$ cat src/rtl/character_vertical_mover_pkg.sv
// Shared tile codes, motion state type and tile classification for the vertical mover.
package mover_pkg;

    localparam logic [7:0] BDR = 8'd0;
    localparam logic [7:0] SKY = 8'd1;
    localparam logic [7:0] BLK = 8'd2;
    localparam logic [7:0] GND = 8'd3;
    localparam logic [7:0] TKN = 8'd4;

    typedef enum logic [1:0] {
        STANDING,
        RISING,
        FALLING
    } mover_state_t;

    function automatic logic is_solid(input logic [7:0] tile);
        case (tile)
            BDR, BLK, GND: return 1'b1;
            SKY, TKN:      return 1'b0;
            default:       return 1'b0;
        endcase
    endfunction

endpackage

$ cat src/rtl/character_vertical_mover_if.sv
// Control, background and motion-result signals between the game logic and the vertical mover.
interface character_vertical_mover_if #(
    parameter int GRID_ROWS = 12,
    parameter int GRID_COLS = 17,
    parameter int Y_W       = 12,
    parameter int VEL_W     = 7
);
    logic                                       jump;
    logic                                       freeze;
    logic                                       respawn;
    logic [GRID_ROWS-1:0][GRID_COLS-1:0][7:0]   background;
    logic signed [Y_W-1:0]                      char_x;
    logic signed [Y_W-1:0]                      char_y;
    logic signed [VEL_W-1:0]                    velocity_y;
    logic                                       grounded;
    logic                                       landed;
    logic                                       bonk;
    logic                                       fell_out;

    modport master (
        output jump, freeze, respawn, background, char_x,
        input  char_y, velocity_y, grounded, landed, bonk, fell_out
    );

    modport slave (
        input  jump, freeze, respawn, background, char_x,
        output char_y, velocity_y, grounded, landed, bonk, fell_out
    );
endinterface

$ cat src/rtl/character_vertical_mover_tile_probe.sv
// Looks up one pixel row under three sprite columns and reports whether any tile there is solid.
module tile_probe
    import mover_pkg::*;
#(
    parameter int GRID_ROWS       = 12,
    parameter int GRID_COLS       = 17,
    parameter int BLOCK_WIDTH     = 40,
    parameter int CHARACTER_WIDTH = 42,
    parameter int Y_W             = 12
) (
    input  logic [GRID_ROWS-1:0][GRID_COLS-1:0][7:0] background,
    input  logic signed [Y_W:0]                      pix_y,
    input  logic signed [Y_W-1:0]                    char_x,
    output logic                                     any_solid
);
    localparam int RW = (GRID_ROWS > 1) ? $clog2(GRID_ROWS) : 1;
    localparam int CW = (GRID_COLS > 1) ? $clog2(GRID_COLS) : 1;

    localparam logic [Y_W:0]        BW_U       = (Y_W+1)'(BLOCK_WIDTH);
    localparam logic [Y_W:0]        ROWS_U     = (Y_W+1)'(GRID_ROWS);
    localparam logic [Y_W:0]        LAST_COL_U = (Y_W+1)'(GRID_COLS - 1);
    localparam logic signed [Y_W:0] OFF_L      = (Y_W+1)'(1);
    localparam logic signed [Y_W:0] OFF_M      = (Y_W+1)'(CHARACTER_WIDTH / 2);
    localparam logic signed [Y_W:0] OFF_R      = (Y_W+1)'(CHARACTER_WIDTH - 2);

    function automatic logic [CW-1:0] col_of(input logic signed [Y_W:0] px);
        logic [Y_W:0] q;
        q = $unsigned(px) / BW_U;
        if (px[Y_W])
            return '0;
        if (q > LAST_COL_U)
            return LAST_COL_U[CW-1:0];
        return q[CW-1:0];
    endfunction

    logic signed [Y_W:0] cx_e;
    logic [Y_W:0]        row_full;
    logic [RW-1:0]       row;
    logic [CW-1:0]       col_l, col_m, col_r;

    // Rows above the screen act as border; rows below it are an open pit.
    always_comb begin
        cx_e     = {char_x[Y_W-1], char_x};
        col_l    = col_of(cx_e + OFF_L);
        col_m    = col_of(cx_e + OFF_M);
        col_r    = col_of(cx_e + OFF_R);
        row_full = $unsigned(pix_y) / BW_U;
        row      = row_full[RW-1:0];
        if (pix_y[Y_W])
            any_solid = 1'b1;
        else if (row_full >= ROWS_U)
            any_solid = 1'b0;
        else
            any_solid = is_solid(background[row][col_l])
                      | is_solid(background[row][col_m])
                      | is_solid(background[row][col_r]);
    end

endmodule

$ cat src/rtl/character_vertical_mover.sv
// Velocity/gravity vertical motion engine with tile collision for one character.
// Optional VARIABLE_JUMP_EN: releasing jump while rising caps upward speed at JUMP_CUT_SPEED.
module character_vertical_mover
    import mover_pkg::*;
#(
    parameter int GRID_ROWS        = 12,
    parameter int GRID_COLS        = 17,
    parameter int BLOCK_WIDTH      = 40,
    parameter int CHARACTER_WIDTH  = 42,
    parameter int CHARACTER_HEIGHT = 42,
    parameter int SCREEN_HEIGHT    = 480,
    parameter int Y_W              = 12,
    parameter int VEL_W            = 7,
    parameter int SPAWN_Y          = 358,
    parameter int JUMP_VELOCITY    = 12,
    parameter int GRAVITY_PERIOD   = 3,
    parameter int MAX_FALL_SPEED   = 10,
    parameter int JUMP_CUT_SPEED   = 3
) (
    input logic                       movement_clock,
    input logic                       reset,
    character_vertical_mover_if.slave bus
);
`ifdef VARIABLE_JUMP_EN
    localparam bit CUT_EN = 1'b1;
`else
    localparam bit CUT_EN = 1'b0;
`endif
    localparam int GW = (GRAVITY_PERIOD > 1) ? $clog2(GRAVITY_PERIOD) : 1;

    localparam logic [GW-1:0]          GRAV_LAST  = GW'(GRAVITY_PERIOD - 1);
    localparam logic [GW-1:0]          GRAV_ONE   = GW'(1);
    localparam logic signed [Y_W-1:0]  Y_SPAWN    = Y_W'(SPAWN_Y);
    localparam logic signed [Y_W:0]    Y_SPAWN_E  = (Y_W+1)'(SPAWN_Y);
    localparam logic signed [Y_W:0]    H_E        = (Y_W+1)'(CHARACTER_HEIGHT);
    localparam logic signed [Y_W:0]    H_M1_E     = (Y_W+1)'(CHARACTER_HEIGHT - 1);
    localparam logic signed [Y_W:0]    SCREEN_E   = (Y_W+1)'(SCREEN_HEIGHT);
    localparam logic [Y_W:0]           BW_U       = (Y_W+1)'(BLOCK_WIDTH);
    localparam logic [Y_W:0]           H_U        = (Y_W+1)'(CHARACTER_HEIGHT);
    localparam logic [Y_W:0]           ONE_U      = (Y_W+1)'(1);
    localparam logic signed [VEL_W-1:0] V_ZERO    = '0;
    localparam logic signed [VEL_W-1:0] V_ONE     = VEL_W'(1);
    localparam logic signed [VEL_W-1:0] V_MAX     = VEL_W'(MAX_FALL_SPEED);
    localparam logic signed [VEL_W-1:0] V_JUMP    = VEL_W'(-JUMP_VELOCITY);
    localparam logic signed [VEL_W-1:0] V_CUT     = VEL_W'(-JUMP_CUT_SPEED);

    mover_state_t             state_q, state_d;
    logic signed [Y_W-1:0]    y_q, y_d;
    logic signed [VEL_W-1:0]  v_q, v_d;
    logic [GW-1:0]            grav_q, grav_d;
    logic                     jump_prev_q, jump_prev_d;
    logic                     landed_q, landed_d;
    logic                     bonk_q, bonk_d;
    logic                     fell_out_q, fell_out_d;

    logic signed [Y_W:0]      y_e, v_e, ny, move_y, stand_y, y_new;
    logic [Y_W:0]             row_up, row_dn;
    logic signed [VEL_W-1:0]  v_grav;
    logic                     grav_wrap, jump_edge, move_solid, stand_solid;

    always_ff @(posedge movement_clock) begin
        if (reset) begin
            state_q     <= STANDING;
            y_q         <= Y_SPAWN;
            v_q         <= '0;
            grav_q      <= '0;
            jump_prev_q <= 1'b0;
            landed_q    <= 1'b0;
            bonk_q      <= 1'b0;
            fell_out_q  <= 1'b0;
        end else begin
            state_q     <= state_d;
            y_q         <= y_d;
            v_q         <= v_d;
            grav_q      <= grav_d;
            jump_prev_q <= jump_prev_d;
            landed_q    <= landed_d;
            bonk_q      <= bonk_d;
            fell_out_q  <= fell_out_d;
        end
    end

    // Head probe looks at the new top edge when rising, feet probe at the new bottom edge when falling.
    always_comb begin
        y_e     = {y_q[Y_W-1], y_q};
        v_e     = {{(Y_W+1-VEL_W){v_q[VEL_W-1]}}, v_q};
        ny      = y_e + v_e;
        move_y  = v_q[VEL_W-1] ? ny : ny + H_M1_E;
        stand_y = y_e + H_E;
    end

    tile_probe #(
        .GRID_ROWS(GRID_ROWS), .GRID_COLS(GRID_COLS), .BLOCK_WIDTH(BLOCK_WIDTH),
        .CHARACTER_WIDTH(CHARACTER_WIDTH), .Y_W(Y_W)
    ) u_move_probe (
        .background(bus.background), .pix_y(move_y), .char_x(bus.char_x), .any_solid(move_solid)
    );

    tile_probe #(
        .GRID_ROWS(GRID_ROWS), .GRID_COLS(GRID_COLS), .BLOCK_WIDTH(BLOCK_WIDTH),
        .CHARACTER_WIDTH(CHARACTER_WIDTH), .Y_W(Y_W)
    ) u_stand_probe (
        .background(bus.background), .pix_y(stand_y), .char_x(bus.char_x), .any_solid(stand_solid)
    );

    always_comb begin
        state_d     = state_q;
        y_new       = y_e;
        v_d         = v_q;
        grav_d      = grav_q;
        jump_prev_d = jump_prev_q;
        landed_d    = 1'b0;
        bonk_d      = 1'b0;
        fell_out_d  = fell_out_q;
        grav_wrap   = (grav_q == GRAV_LAST);
        v_grav      = grav_wrap ? ((v_q >= V_MAX) ? V_MAX : v_q + V_ONE) : v_q;
        row_up      = $unsigned(ny) / BW_U;
        row_dn      = $unsigned(move_y) / BW_U;
        jump_edge   = bus.jump & ~jump_prev_q;

        if (bus.freeze) begin
            state_d = state_q;
        end else if (bus.respawn) begin
            state_d     = STANDING;
            y_new       = Y_SPAWN_E;
            v_d         = '0;
            grav_d      = '0;
            jump_prev_d = 1'b0;
            fell_out_d  = 1'b0;
        end else begin
            jump_prev_d = bus.jump;
            if (!fell_out_q) begin
                case (state_q)
                    STANDING: begin
                        if (!stand_solid) begin
                            state_d = FALLING;
                            v_d     = '0;
                        end else if (jump_edge) begin
                            state_d = RISING;
                            v_d     = V_JUMP;
                        end
                    end
                    RISING, FALLING: begin
                        grav_d = grav_wrap ? '0 : grav_q + GRAV_ONE;
                        v_d    = v_grav;
                        if (v_q[VEL_W-1]) begin
                            if (ny[Y_W]) begin
                                y_new   = '0;
                                v_d     = '0;
                                state_d = FALLING;
                                bonk_d  = 1'b1;
                            end else if (move_solid) begin
                                y_new   = $signed((row_up + ONE_U) * BW_U);
                                v_d     = '0;
                                state_d = FALLING;
                                bonk_d  = 1'b1;
                            end else begin
                                y_new = ny;
                            end
                        end else if (v_q != V_ZERO) begin
                            if (move_solid) begin
                                y_new    = $signed(row_dn * BW_U - H_U);
                                v_d      = '0;
                                state_d  = STANDING;
                                landed_d = 1'b1;
                                grav_d   = '0;
                            end else begin
                                y_new = ny;
                            end
                        end
                        if (CUT_EN && state_d == RISING && !bus.jump && v_d < V_CUT)
                            v_d = V_CUT;
                        if (state_d == RISING && v_d >= V_ZERO)
                            state_d = FALLING;
                        fell_out_d = (y_new >= SCREEN_E);
                    end
                    default: state_d = state_q;
                endcase
            end
        end
        y_d = y_new[Y_W-1:0];
    end

    always_comb begin
        bus.char_y     = y_q;
        bus.velocity_y = v_q;
        bus.grounded   = (state_q == STANDING);
        bus.landed     = landed_q;
        bus.bonk       = bonk_q;
        bus.fell_out   = fell_out_q;
    end

endmodule

$ cat src/flat_wrapper.sv
// flat-port wrapper written by rule: the top's interface ports become plain ports
module character_vertical_mover_flat import mover_pkg::*;
#(
    parameter int GRID_ROWS        = 12,
    parameter int GRID_COLS        = 17,
    parameter int BLOCK_WIDTH      = 40,
    parameter int CHARACTER_WIDTH  = 42,
    parameter int CHARACTER_HEIGHT = 42,
    parameter int SCREEN_HEIGHT    = 480,
    parameter int Y_W              = 12,
    parameter int VEL_W            = 7,
    parameter int SPAWN_Y          = 358,
    parameter int JUMP_VELOCITY    = 12,
    parameter int GRAVITY_PERIOD   = 3,
    parameter int MAX_FALL_SPEED   = 10,
    parameter int JUMP_CUT_SPEED   = 3
)
  (movement_clock, reset, bus_jump, bus_freeze, bus_respawn, bus_background, bus_char_x, bus_char_y, bus_velocity_y, bus_grounded, bus_landed, bus_bonk, bus_fell_out);
  character_vertical_mover_if #(.GRID_ROWS(GRID_ROWS), .GRID_COLS(GRID_COLS), .Y_W(Y_W), .VEL_W(VEL_W)) bus_i ();
  input logic movement_clock;
  input logic reset;
  input wire logic [$bits(bus_i.jump)-1:0] bus_jump;
  input wire logic [$bits(bus_i.freeze)-1:0] bus_freeze;
  input wire logic [$bits(bus_i.respawn)-1:0] bus_respawn;
  input wire logic [$bits(bus_i.background)-1:0] bus_background;
  input wire logic [$bits(bus_i.char_x)-1:0] bus_char_x;
  output wire logic [$bits(bus_i.char_y)-1:0] bus_char_y;
  output wire logic [$bits(bus_i.velocity_y)-1:0] bus_velocity_y;
  output wire logic [$bits(bus_i.grounded)-1:0] bus_grounded;
  output wire logic [$bits(bus_i.landed)-1:0] bus_landed;
  output wire logic [$bits(bus_i.bonk)-1:0] bus_bonk;
  output wire logic [$bits(bus_i.fell_out)-1:0] bus_fell_out;
  assign bus_i.jump = bus_jump;
  assign bus_i.freeze = bus_freeze;
  assign bus_i.respawn = bus_respawn;
  assign bus_i.background = bus_background;
  assign bus_i.char_x = bus_char_x;
  assign bus_char_y = bus_i.char_y;
  assign bus_velocity_y = bus_i.velocity_y;
  assign bus_grounded = bus_i.grounded;
  assign bus_landed = bus_i.landed;
  assign bus_bonk = bus_i.bonk;
  assign bus_fell_out = bus_i.fell_out;
  character_vertical_mover #(.GRID_ROWS(GRID_ROWS), .GRID_COLS(GRID_COLS), .BLOCK_WIDTH(BLOCK_WIDTH), .CHARACTER_WIDTH(CHARACTER_WIDTH), .CHARACTER_HEIGHT(CHARACTER_HEIGHT), .SCREEN_HEIGHT(SCREEN_HEIGHT), .Y_W(Y_W), .VEL_W(VEL_W), .SPAWN_Y(SPAWN_Y), .JUMP_VELOCITY(JUMP_VELOCITY), .GRAVITY_PERIOD(GRAVITY_PERIOD), .MAX_FALL_SPEED(MAX_FALL_SPEED), .JUMP_CUT_SPEED(JUMP_CUT_SPEED)) u_core (.movement_clock(movement_clock), .reset(reset), .bus(bus_i));
endmodule
$ cat config.mk
export PLATFORM = sky130hd
export DESIGN_NAME = character_vertical_mover_flat
export DESIGN_NICKNAME = d
export VERILOG_FILES = /design/src/rtl/character_vertical_mover_pkg.sv /design/src/rtl/character_vertical_mover_if.sv /design/src/rtl/character_vertical_mover_tile_probe.sv /design/src/rtl/character_vertical_mover.sv /design/src/flat_wrapper.sv
export SDC_FILE = /design/constraint.sdc
export NUM_CORES = 2
export LEC_CHECK = 0
export CORE_AREA = 5 5 655 657
export CTS_CLUSTER_DIAMETER = 40
export DETAILED_ROUTE_END_ITERATION = 8
export DIE_AREA = 0 0 660 662
export SETUP_SLACK_MARGIN = 0.5
export SYNTH_ARGS = -nofsm -noshare
export SYNTH_HDL_FRONTEND = slang
export SYNTH_SLANG_ARGS = --single-unit
$ cat constraint.sdc
create_clock -name movement_clock -period 8.4 [get_ports movement_clock]
set_input_delay 0.84 -clock movement_clock [delete_from_list [all_inputs] [get_ports movement_clock]]
set_output_delay 0.84 -clock movement_clock [all_outputs]
set_load 0.01 [all_outputs]
Word-level counts from Yosys, hierarchy flattened. Index checks and enable logic that the tools add are counted.

Flip-flop bits (word level): 27. Input port bits: 1649. Output and inout port bits: 23. Logic and storage cells: 204.

Add/subtract/negate cells: 10. Multiply operators: 2. Divide/modulo/power cells: 6. Order comparisons: 13. Equality and inequality tests: 18. Mux-type cells: 115. Bitwise gates (word level): 10. Reduce and logical (&&, ||, !) cells: 22.

Operators with widths (count): $bmux W136 S4 (2); $mux W136 (2); $bmux W8 S5 (6); $mux W13 (10); $mux W7 (14); $eq A8 B2 Y1 const B (12); $div A13 B6 Y13 const B (6); $mux W5 (12); $logic_not A8 Y1 (6); $mux W8 (6); $mux W2 (21); $gt A13 B5 Y1 const B (3); $mux W1 (37); $mux W12 (3); $add A12 B7 Y13 const B (2); $ge A13 B4 Y1 const B (2); $mul A13 B3 Y10 const B (2); $lt A5 B6 Y1 const B (3); $reduce_or A3 Y1 (6); $pmux W7 S2 (1); $add A12 B2 Y13 const B (1); $add A12 B6 Y13 const B (1); $add A12 B7 Y13 (1); $add A13 B1 Y13 const B (1); 26 further kinds (36).

Depth between registers and ports, before layout.
Depth after elaboration: 31. Mapped depth: 44.

Modules after synthesis. A second synthesis with hierarchy kept.

Cell total of the unflattened synthesis: 6491. Area total of the unflattened synthesis: 40725.3 um^2.

By module, submodules not included: tile_probe (u_core.u_stand_probe) (instances 1, cells an instance 2966, area each 19105.8 um^2); tile_probe (u_core.u_move_probe) (instances 1, cells an instance 2711, area each 15797.7 um^2); character_vertical_mover (instances 1, cells an instance 814, area each 5821.8 um^2).

Least setup slack after synthesis. OpenSTA, ideal clock, no wires.

Path kind: register to register. Start: register u_core.v_q[0], in the netlist u_core.bus.velocity_y[0]. End: register u_core.fell_out_q, in the netlist u_core.bus.fell_out. Setup time: 0.137 ns. Data arrival time: 8.387 ns. Data required time: 8.263 ns. Path slack: -0.123 ns. Cell stages (with the launch flop): 40. Buffers on the path: 6. Clock period less this slack: 8.523 ns. Cell sequence: dfxtp_1 -> ha_1 -> inv_1 -> fa_1 -> nand2b_1 -> a21oi_1 -> xnor2_1 -> buf_2 -> o31ai_2 -> nand4_1 -> xor2_1 -> o22ai_1 -> o211a_1 -> o21a_1 -> o311a_1 -> buf_6 -> a2111oi_2 -> a2111oi_1 -> (+4 left out) -> buf_6 -> inv_4 -> buf_12 -> mux4_2 -> a22oi_2 -> nand3_1 -> a221o_1 -> or4_1 -> o41ai_1 -> a32oi_1 -> nand4_2 -> nand2_2 -> buf_6 -> buf_4 -> nand2_1 -> o21ai_1 -> a22oi_1 -> a41oi_1.

Word-level cells in the longest chain between the ends: 28.

RTL lines: start, declared (line character_vertical_mover.sv:49) `logic signed [VEL_W-1:0] v_q, v_d;`; start signal, assigned (line character_vertical_mover.sv:74) `v_q <= v_d;`; $add A12 B7 Y13 (line character_vertical_mover.sv:87) `ny = y_e + v_e;`; $add A13 B7 Y13 (line character_vertical_mover.sv:88) `move_y = v_q[VEL_W-1] ? ny : ny + H_M1_E;`; $mux W13 (line character_vertical_mover.sv:88); $div A13 B6 Y13 (line character_vertical_mover_tile_probe.sv:47, character_vertical_mover.sv:118); $bmux W136 S4 (line character_vertical_mover_tile_probe.sv:54, character_vertical_mover_tile_probe.sv:55, character_vertical_mover_tile_probe.sv:56); $mux W136 (not written as such) (line character_vertical_mover_tile_probe.sv:54, character_vertical_mover_tile_probe.sv:55, character_vertical_mover_tile_probe.sv:56); $bmux W8 S5, on equally long branches (line character_vertical_mover_tile_probe.sv:54, character_vertical_mover_tile_probe.sv:55); $mux W8, on equally long branches (line character_vertical_mover_tile_probe.sv:54, character_vertical_mover_tile_probe.sv:55); (+12 left out); $mux W13 * (line character_vertical_mover.sv:133) `case (state_q)`; $mux W13 * (line character_vertical_mover.sv:132) `if (!fell_out_q) begin`; $mux W13 * (line character_vertical_mover.sv:123) `end else if (bus.respawn) begin`; $mux W13 * (line character_vertical_mover.sv:121) `if (bus.freeze) begin`; $ge A13 B10 Y1 * (line character_vertical_mover.sv:175) `fell_out_d = (y_new >= SCREEN_E);`; $mux W1 * (line character_vertical_mover.sv:133); $mux W1 * (line character_vertical_mover.sv:132); $mux W1 * (line character_vertical_mover.sv:123); end signal, assigned (line character_vertical_mover.sv:79) `fell_out_q <= fell_out_d;`; end, declared (line character_vertical_mover.sv:54) `logic fell_out_q, fell_out_d;`.

Every way passes the cells marked *; elsewhere a longest branch is shown, timed or not. The select of a mux whose other input is x is not followed. A chain may end at the register's enable or synchronous reset.

Final worst setup path.
Start: register u_core.v_q[0], in the netlist u_core.bus.velocity_y[0]. End: register u_core.y_q[8], in the netlist u_core.bus.char_y[8].

Word-level cells in the longest chain between the ends: 27.

RTL lines: $add A12 B7 Y13 (line character_vertical_mover.sv:87); $add A13 B7 Y13 (line character_vertical_mover.sv:88); $mux W13 (line character_vertical_mover.sv:88); $div A13 B6 Y13 (line character_vertical_mover_tile_probe.sv:47, character_vertical_mover.sv:118); $bmux W136 S4 (line character_vertical_mover_tile_probe.sv:54, character_vertical_mover_tile_probe.sv:55, character_vertical_mover_tile_probe.sv:56); $mux W136 (not written as such) (line character_vertical_mover_tile_probe.sv:54, character_vertical_mover_tile_probe.sv:55, character_vertical_mover_tile_probe.sv:56); $bmux W8 S5, on equally long branches (line character_vertical_mover_tile_probe.sv:54, character_vertical_mover_tile_probe.sv:55); $mux W8, on equally long branches (line character_vertical_mover_tile_probe.sv:54, character_vertical_mover_tile_probe.sv:55); (+11 left out); $mux W13 * (line character_vertical_mover.sv:146) `if (v_q[VEL_W-1]) begin`; $mux W13 * (line character_vertical_mover.sv:133); $mux W13 * (line character_vertical_mover.sv:132); $mux W13 * (line character_vertical_mover.sv:123); $mux W13 * (line character_vertical_mover.sv:121); $mux W12 * (line character_vertical_mover.sv:133); $mux W12 * (line character_vertical_mover.sv:132); $mux W12 * (line character_vertical_mover.sv:123); end signal, assigned (line character_vertical_mover.sv:73) `y_q <= y_d;`; end, declared (line character_vertical_mover.sv:48) `logic signed [Y_W-1:0] y_q, y_d;`.

Marks and branches as above.

==> flow_metrics.tcl <==
set metrics [dict create \
    grt.met1_usage_pct 29.8 \
    worstMarginPinSlew_ns 1.41 \
    met3_usage_pct 13.4 \
    cp_common_cell "buf_4" \
    synth_cell_type_count 118 \
    clock-root-buffer "clkbuf_16" \
    maxSlewViolCount 0 \
    max_stage_delay_ns 0.54 \
    ant_nets 0 \
    ys_seq_area_share_pct 1.49 \
    numPlacedInstances 14200 \
    hold_buffers 0 \
    post_drt_via_cell_ratio 4.74 \
    clock_sink_count 27 \
    grt-ovfl-total 0 \
    clock_tree.buffer_depth 2 \
    cts_tree "yes" \
    hold_path.class "reg2reg" \
    htreeDepth 1 \
    synthArstFlopShare_pct 0 \
    vias 69100 \
    multi_input_area_um2 35000 \
    critPathMaxFanout 39 \
    cp.required_ns 8.57 \
    arrival_ns 9.70 \
    finalCritPeriodShare_pct 113 \
    grt_max_degree 44 \
    core_area_um2 422000 \
    worst_setup_path_end_kind "flip-flop" \
    critPathLaunchType "flip-flop" \
    fmax_ghz 0.105 \
    first_global_vias 63000 \
    wirelength_mm 623 \
    die_area_um2 437000 \
    fin_tns_setup_ns -24.77 \
    clkLatencyLatePin_ns 0.28 \
    finalHoldViolCount 0 \
    num-fill-cells 48300 \
    cp_num_buf_inv 12 \
    drt_iter0_markers 9008 \
    finClkSkew_ns 0.0107 \
    fp.dieH_um 662 \
    initial_core_util_pct 8.58 \
    slew_headroom_pct 5.95 \
    min_period_ns 9.53 \
    synthesis.nets 7531 \
    ys_seq_elements 27 \
    worstSetupPathType "reg2reg" \
    grt_pass1_wl_mm 756 \
    nets 10400 \
    grtUsageTotal_pct 26.9 \
    path_clk_slew_ns 0.08 \
    yosys_warnings 0 \
    top_usage_layer "met2" \
    synth_cells 5830 \
    syn2layout_area_growth_pct 110 \
    cts_buffers 3 \
    regArea_um2 548 \
    drive_above_1_share_pct 24.6 \
    crit_path_top_delay_cell "or4_4" \
    layout.cells.non_filler 14600 \
    setup_viol 26 \
    crit_family "compound AO/OA/AOI/OAI gates" \
    io_pins 1672 \
    rsz0062_at_grt "yes" \
    status "finished, violations left" \
    firstDrtPassIters 8 \
    synth_ff_type "dfxtp_1" \
    final_cell_mix "1671 x clkdlybuf4s50_1, 1444 x nand2_1, 1410 x buf_4, 343 x mux2i_1, 305 x nand3_1" \
    io_buffers 1671 \
    drc 0 \
    violations "setup timing" \
    antenna_found_initial 762 \
    use_met2_pct 41.4 \
    dp_hpwl_mm 564 \
    setup_slack_ns -1.13 \
    gp_congestion 1.06 \
    syn_area_per_cell_um2 6.21 \
    die_w_um 660 \
    rows 239 \
    max_cap_viol_count 0 \
    synth_edf_count 0 \
    syn_area_um2 36200 \
    pre_cts_ws_ns -1.75 \
    final_common_cell "clkdlybuf4s50_1" \
    post_drt_wl_per_cell_um 42.8 \
]
[logic make-up after synthesis]
| family | share of synthesized area (%) |
|---|---|
| simple gates | 36.3 |
| compound gates | 33.5 |
| buf+inv | 7.11 |
| mux | 16.7 |
| xor+xnor | 2.75 |
| fa+ha+maj | 2.11 |
| flops | 1.49 |
| other cells | 0.0104 |
[per-stage QoR]
step	hold slack [ns]	cell area, um^2	utilization [%]
finish	0.496	76000	18.0
global route	0.531	75800	17.9
CTS	0.485	74300	17.6
detailed placement	0.470	72700	17.2
global placement	0.494	72700	17.2
floorplan	0.450	36400	-
[Yosys cell counts, types with 92 or more instances]
library cell / instances / area [um^2]
and3_1: 243 / 1520
a311oi_1: 107 / 937
a31oi_1: 193 / 1210
nor3_1: 215 / 1080
clkbuf_1: 347 / 1300
nor2_1: 310 / 1160
nand2_1: 1456 / 5470
nor4_1: 92 / 576
o21ai_0: 198 / 991
mux4_2: 99 / 2230
a21oi_1: 211 / 1060
o22ai_1: 110 / 688
mux2i_1: 348 / 3480
nand3_1: 312 / 1560
o221ai_1: 100 / 876
[final timing paths]
| kind | from | endpoint | slack [ns] | cells after the start |
|---|---|---|---|---|
| hold reg to reg | u_core.state_q[0] | u_core.state_q[0] | 0.50 | 2 |
| setup reg to reg | u_core.bus.velocity_y[0] | u_core.bus.char_y[8] | -1.13 | 42 |
| setup / recovery | u_core.bus.velocity_y[0] | u_core.bus.char_y[8] | -1.13 | 42 |
| hold / removal | u_core.state_q[0] | u_core.state_q[0] | 0.50 | 2 |
[metal layers]
| metal | vias to the layer above | wire [um] |
|---|---|---|
| met5 | - | 2530 |
| met4 | 384 | 45400 |
| met3 | 1818 | 79600 |
| met2 | 5595 | 268000 |
| met1 | 33000 | 228000 |
| li1 | 28300 | - |
[flip-flops by register name, indices dropped and copies added (netlist names)]
signal	count
u_core.state_q	2
u_core.bus.bonk	1
u_core.bus.velocity_y	7
u_core.bus.landed	1
u_core.bus.char_y	12
u_core.jump_prev_q	1
u_core.grav_q	2
u_core.bus.fell_out	1
[cell type report]
cell class | count | share of cell area, %
Clock buffer | 3 | 0.0987
Timing Repair Buffer | 3352 | 42.7
Clock inverter | 1 | 0.0115
Multi-Input combinational cell | 5204 | 46.0
Sequential cell | 27 | 0.721
Tap cell | 5663 | 9.32
Inverter | 70 | 0.385
Antenna cell | 248 | 0.816
[worst reg2reg max path: cells and delay by family, from the launching register on]
kind / cells / cell delay (ns)
buffers and inverters: 12 / 2.06
AOI/OAI and AO/OA: 17 / 4.09
DFF: 1 / 0.36
muxes: 2 / 0.47
and+or+nand+nor: 8 / 1.70
adders and majority gates: 3 / 0.74
[repair_timing]
item | 4_1_cts | 5_1_grt
endpoints found under the hold margin | 0 | 0
gates cloned | 5 | 2
buffers inserted | 55 | 38
pin swaps | 92 | 83
gates resized for setup | 172 | 147
setup endpoints to repair | 26 | 26
Power is not shown: default switching activity piles up to over one toggle a cycle in this logic, so the estimate is an artifact.
